### src/rtl/bht_update_sched.sv
// bht_update_sched: walks a clear over every BHT row, then drains resolved-branch updates through a small FIFO.
// Ports: clk_i / rst_ni (async, active-low); upd_valid_i, upd_pc_i, upd_taken_i, upd_ready_o (update intake);
// flush_i (restart the clear walk, drop queued updates); bht_stall_i (BHT write port busy);
// bht_upd_valid_o, bht_upd_pc_o, bht_upd_taken_o (update write); bht_clr_valid_o, bht_clr_idx_o (clear write);
// busy_o (clear walk in progress); drop_cnt_o (updates discarded while full).
// Macro BHT_SCHED_DROP_EN: keep upd_ready_o high in RUN and count updates discarded on a full FIFO.
module bht_update_sched #(
  parameter int VLEN       = 64,
  parameter int DEPTH      = 4,
  parameter int NR_ENTRIES = 1024,
  localparam int IDXW      = $clog2(NR_ENTRIES)
) (
  input  logic            clk_i,
  input  logic            rst_ni,
  input  logic            upd_valid_i,
  input  logic [VLEN-1:0] upd_pc_i,
  input  logic            upd_taken_i,
  output logic            upd_ready_o,
  input  logic            flush_i,
  input  logic            bht_stall_i,
  output logic            bht_upd_valid_o,
  output logic [VLEN-1:0] bht_upd_pc_o,
  output logic            bht_upd_taken_o,
  output logic            bht_clr_valid_o,
  output logic [IDXW-1:0] bht_clr_idx_o,
  output logic            busy_o,
  output logic [15:0]     drop_cnt_o
);
  localparam int PW = $clog2(DEPTH);
  localparam logic ST_CLEAR = 1'b0;
  localparam logic ST_RUN   = 1'b1;
  logic            state;
  logic [IDXW-1:0] idx;
  logic [PW-1:0]   rd_ptr, wr_ptr;
  logic [PW:0]     cnt;
  logic [VLEN:0]   mem [DEPTH];
  logic            run, full, push, pop;
  assign run  = state == ST_RUN;
  // Fullness is taken from the start-of-cycle occupancy, so a same-cycle pop never makes room.
  assign full = cnt == (PW+1)'(DEPTH);
`ifdef BHT_SCHED_DROP_EN
  assign upd_ready_o = run;
`else
  assign upd_ready_o = run && !full;
`endif
  assign push            = upd_ready_o && upd_valid_i && !flush_i && !full;
  assign bht_upd_valid_o = run && cnt != '0;
  assign pop             = bht_upd_valid_o && !bht_stall_i;
  // Gate the head with valid so idle and reset outputs read as zero despite the unreset storage.
  assign {bht_upd_taken_o, bht_upd_pc_o} = bht_upd_valid_o ? mem[rd_ptr] : '0;
  assign bht_clr_valid_o = !run;
  assign bht_clr_idx_o   = idx;
  assign busy_o          = !run;
  always_ff @(posedge clk_i or negedge rst_ni) begin
    if (!rst_ni) begin
      state  <= ST_CLEAR;
      idx    <= '0;
      rd_ptr <= '0;
      wr_ptr <= '0;
      cnt    <= '0;
    end else if (flush_i) begin
      state  <= ST_CLEAR;
      idx    <= '0;
      rd_ptr <= '0;
      wr_ptr <= '0;
      cnt    <= '0;
    end else if (!run) begin
      if (!bht_stall_i) begin
        if (idx == IDXW'(NR_ENTRIES - 1)) state <= ST_RUN;
        else idx <= idx + IDXW'(1);
      end
    end else begin
      if (push) wr_ptr <= wr_ptr + PW'(1);
      if (pop) rd_ptr <= rd_ptr + PW'(1);
      cnt <= cnt + (PW+1)'(push) - (PW+1)'(pop);
    end
  end
  always_ff @(posedge clk_i) begin
    if (push) mem[wr_ptr] <= {upd_taken_i, upd_pc_i};
  end
`ifdef BHT_SCHED_DROP_EN
  logic [15:0] drop_cnt;
  always_ff @(posedge clk_i or negedge rst_ni) begin
    if (!rst_ni) drop_cnt <= '0;
    else if (run && upd_valid_i && !flush_i && full && drop_cnt != 16'hFFFF) drop_cnt <= drop_cnt + 16'd1;
  end
  assign drop_cnt_o = drop_cnt;
`else
  assign drop_cnt_o = '0;
`endif
endmodule

### config.mk
export PLATFORM = sky130hd
export DESIGN_NAME = bht_update_sched
export DESIGN_NICKNAME = d
export VERILOG_FILES = /design/src/rtl/bht_update_sched.sv
export SDC_FILE = /design/constraint.sdc
export NUM_CORES = 1
export LEC_CHECK = 0
export BUFFER_PORTS_ARGS = -buffer_cell sky130_fd_sc_hd__buf_2
export CAP_MARGIN = 20
export CORE_ASPECT_RATIO = 1.4
export CORE_MARGIN = 2
export CORE_UTILIZATION = 57
export CTS_CLUSTER_SIZE = 10
export DETAILED_ROUTE_END_ITERATION = 10
export PLACE_DENSITY = 0.9
export REMOVE_ABC_BUFFERS = 1
export SLEW_MARGIN = 20
export SYNTH_ARGS = -nofsm -noshare
export SYNTH_HDL_FRONTEND = slang
export SYNTH_SLANG_ARGS = --single-unit
### constraint.sdc
create_clock -name clk_i -period 7.6 [get_ports clk_i]
set_clock_uncertainty 0.05 [all_clocks]
set_input_delay 0.76 -clock clk_i [delete_from_list [all_inputs] [get_ports clk_i]]
set_output_delay 0.76 -clock clk_i [all_outputs]
set_load 0.05 [all_outputs]
==> qor.yml <==
dp_cells: 930
clockBufferDepth: 3
cts_sinks: 278
leakagePower_nw: 4.48
cts-htree-levels: 1
gp_congestion: 0.772
grtUsageMet3: 0.0380
num_io_pins: 165
avgSynthCellArea_sq_um: 20.2
status: "finished clean"
path_clk_slew_ps: 60
dp_hpwl_um: 12700
synthDistinctLibCells: 45
layout-drive-gt1-share: 0.367
synth_area_sq_um: 11200
dieHeight_um: 170
ys_seq_elements: 278
final.period_utilization: 0.517
wl_per_cell_um: 21.3
rows: 60
slowest_delay_ps: 790
drt-initial-drc-count: 437
coreArea_sq_um: 19200
relSlewSlack: 0.346
cp_cell_sequence: "buf_4 -> mux4_2 -> nor2b_1 -> buf_2"
fin_crit_ps: 3930
postCtsSetupRepairBufs: 0
drc: 0
syn_inst: 554
setup_viol: 0
max_freq_ghz: 0.255
busiest_layer: "met2"
cp-end-kind: "output port"
met1_usage: 0.259
grt_util_met2: 0.358
p_int_w: 0.00247
start_util: 0.581
dieArea_sq_um: 20700
cts-root-buf: "clkbuf_16"
hold_buffers: 0
vias: 5705
tns_ps: 0
switching_power_w: 0.000584
synth-edff-count: 260
path_delay_family: "buffers and inverters"
crit_buf_inv: 2
mostFrequentLayoutCells: "edfxtp_1, buf_2, nor2b_1, mux4_2, clkbuf_16"
ant_nets: 0
cap_violations: 0
wl_um: 21000
path_max_fanout: 39
die_x_um: 122
worstMarginPinSlew_ps: 981
synth_ff_type: "edfxtp_1"
cp.arrival_ps: 3120
grt_overflow: 0
report.final.slew_viol_count: 0
yosys_warnings: 0
final_common_cell: "edfxtp_1"
grt_pass1_vias: 6078
rsz0062_at_grt: "no"
area_growth_syn_to_layout_pct: 16.1
pwr-share-clk: 0.423
antenna_found_initial: 3
power_frac_comb: 0.026
layout.nets: 793
swShare: 0.191
hold_viol: 0
slowest_stage: "dfrtp_4"
grt_max_degree: 71
hp-class: "in2async"
final_cell_count_no_fill: 988
dr.pass1.iters: 6
viasPerCell: 5.77
start_kind: "register"
cts_tree: "built"
worstSetupPathType: "reg2out"
cts_buffers: 31
track_usage: 0.207
seq_area_frac_synth: 0.739
io_buffers: 148
peakVddDrop_v: 0.000203
clkLatencyLatePin_ps: 520
postCtsResizedCells: 0
p_seq_frac: 0.550
grt_pass1_wl_um: 32800
async_flop_share: 0.0647
power.density_nw_per_um2: 235
cp_data_required_time_ps: 6790
[worst register-to-register path, delay by kind of cell (launching register included)]
| family | cells | cell delay [ps] |
|---|---|---|
| AOI/OAI and AO/OA | 2 | 490 |
| buffers and inverters | 2 | 100 |
| and+or+nand+nor | 2 | 390 |
| xor gates and xnor gates | 1 | 150 |
| adders and majority gates | 3 | 770 |
| DFF | 1 | 600 |
[cell usage after synthesis (5+ instances only)]
master | number | area share
clkbuf_1 | 8 | 0.0027
nor2_1 | 9 | 0.0030
nor3b_1 | 5 | 0.0034
nor2b_1 | 69 | 0.039
dfrtp_1 | 18 | 0.040
a21oi_1 | 8 | 0.0036
ha_1 | 7 | 0.0078
mux4_2 | 65 | 0.13
buf_4 | 21 | 0.014
buf_6 | 5 | 0.0050
inv_1 | 10 | 0.0034
buf_2 | 7 | 0.0031
edfxtp_1 | 260 | 0.70
[per-stage QoR]
step	utilization	worst slack (ps)	total power (W)	instance area (sq um)	hold slack (ps)
2_1_floorplan	-	1170	0.00175	10900	414
3_3_place_gp	0.629	4150	0.00178	12100	489
3_5_place_dp	0.629	4140	0.00179	12100	533
4_1_cts	0.675	3580	0.00308	13000	115
5_1_grt	0.675	3420	0.00314	13000	137
6_report	0.675	3670	0.00305	13000	123
[cells by family (layout without fill, tap and decap cells)]
kind of cell | count (synthesis) | count (layout) | share of synthesized area
buffers and inverters | 55 | 225 | 0.0297
DFF | 278 | 278 | 0.739
and+or+nand+nor | 110 | 110 | 0.0623
adders and majority gates | 8 | 8 | 0.00963
other | 1 | 17 | 0.000336
xor gates and xnor gates | 1 | 1 | 0.000784
muxes | 71 | 71 | 0.137
AOI/OAI and AO/OA | 30 | 30 | 0.0210
[metal layers]
| layer | vias up | part of all wire | wire length [um] |
|---|---|---|---|
| li1 | 2506 | - | - |
| met1 | 2919 | 0.37 | 7750 |
| met2 | 226 | 0.55 | 11500 |
| met3 | 50 | 0.058 | 1220 |
| met4 | 4 | 0.027 | 573 |
| met5 | - | 0.0013 | 27 |
[flip-flops by register name (all words and copies together), names as in the netlist]
name / flops
bht_clr_idx_o: 10
cnt: 3
mem: 260
rd_ptr: 2
run: 1
wr_ptr: 2
[cell type report]
cell class / count / area (sq um)
Sequential cell: 278 / 8270
Inverter: 10 / 37.5
Clock buffer: 57 / 883
Timing Repair Buffer: 158 / 816
Multi-Input combinational cell: 236 / 2660
Antenna cell: 1 / 2.50
Fill cell: 1255 / 6250
Tap cell: 248 / 310
[path summary, 6_finish.rpt]
| kind | from | slack, ps | end | cells after the start |
|---|---|---|---|---|
| max in group asynchronous | rst_ni | 7040 | rd_ptr[1] | 1 |
| min reg2reg | bht_clr_idx_o[4] | 540 | bht_clr_idx_o[4] | 1 |
| max reg2reg | run | 4960 | cnt[2] | 10 |
| min | rst_ni | 120 | bht_clr_idx_o[8] | 1 |
| min in group clk_i | upd_pc_i[43] | 400 | mem[3][43] | 1 |
| max | rd_ptr[0] | 3670 | bht_upd_pc_o[22] | 4 |
[power groups by stage]
stage	logic [W]	registers, W	clock network [W]
after floorplan	0.0000272	0.00172	0
after global placement	0.0000719	0.00171	0
after detailed placement	0.0000789	0.00171	0
after CTS	0.0000791	0.00168	0.00132
after global routing	0.0000864	0.00168	0.00137
final	0.0000803	0.00168	0.00129
(Power assumes the default switching activity.)
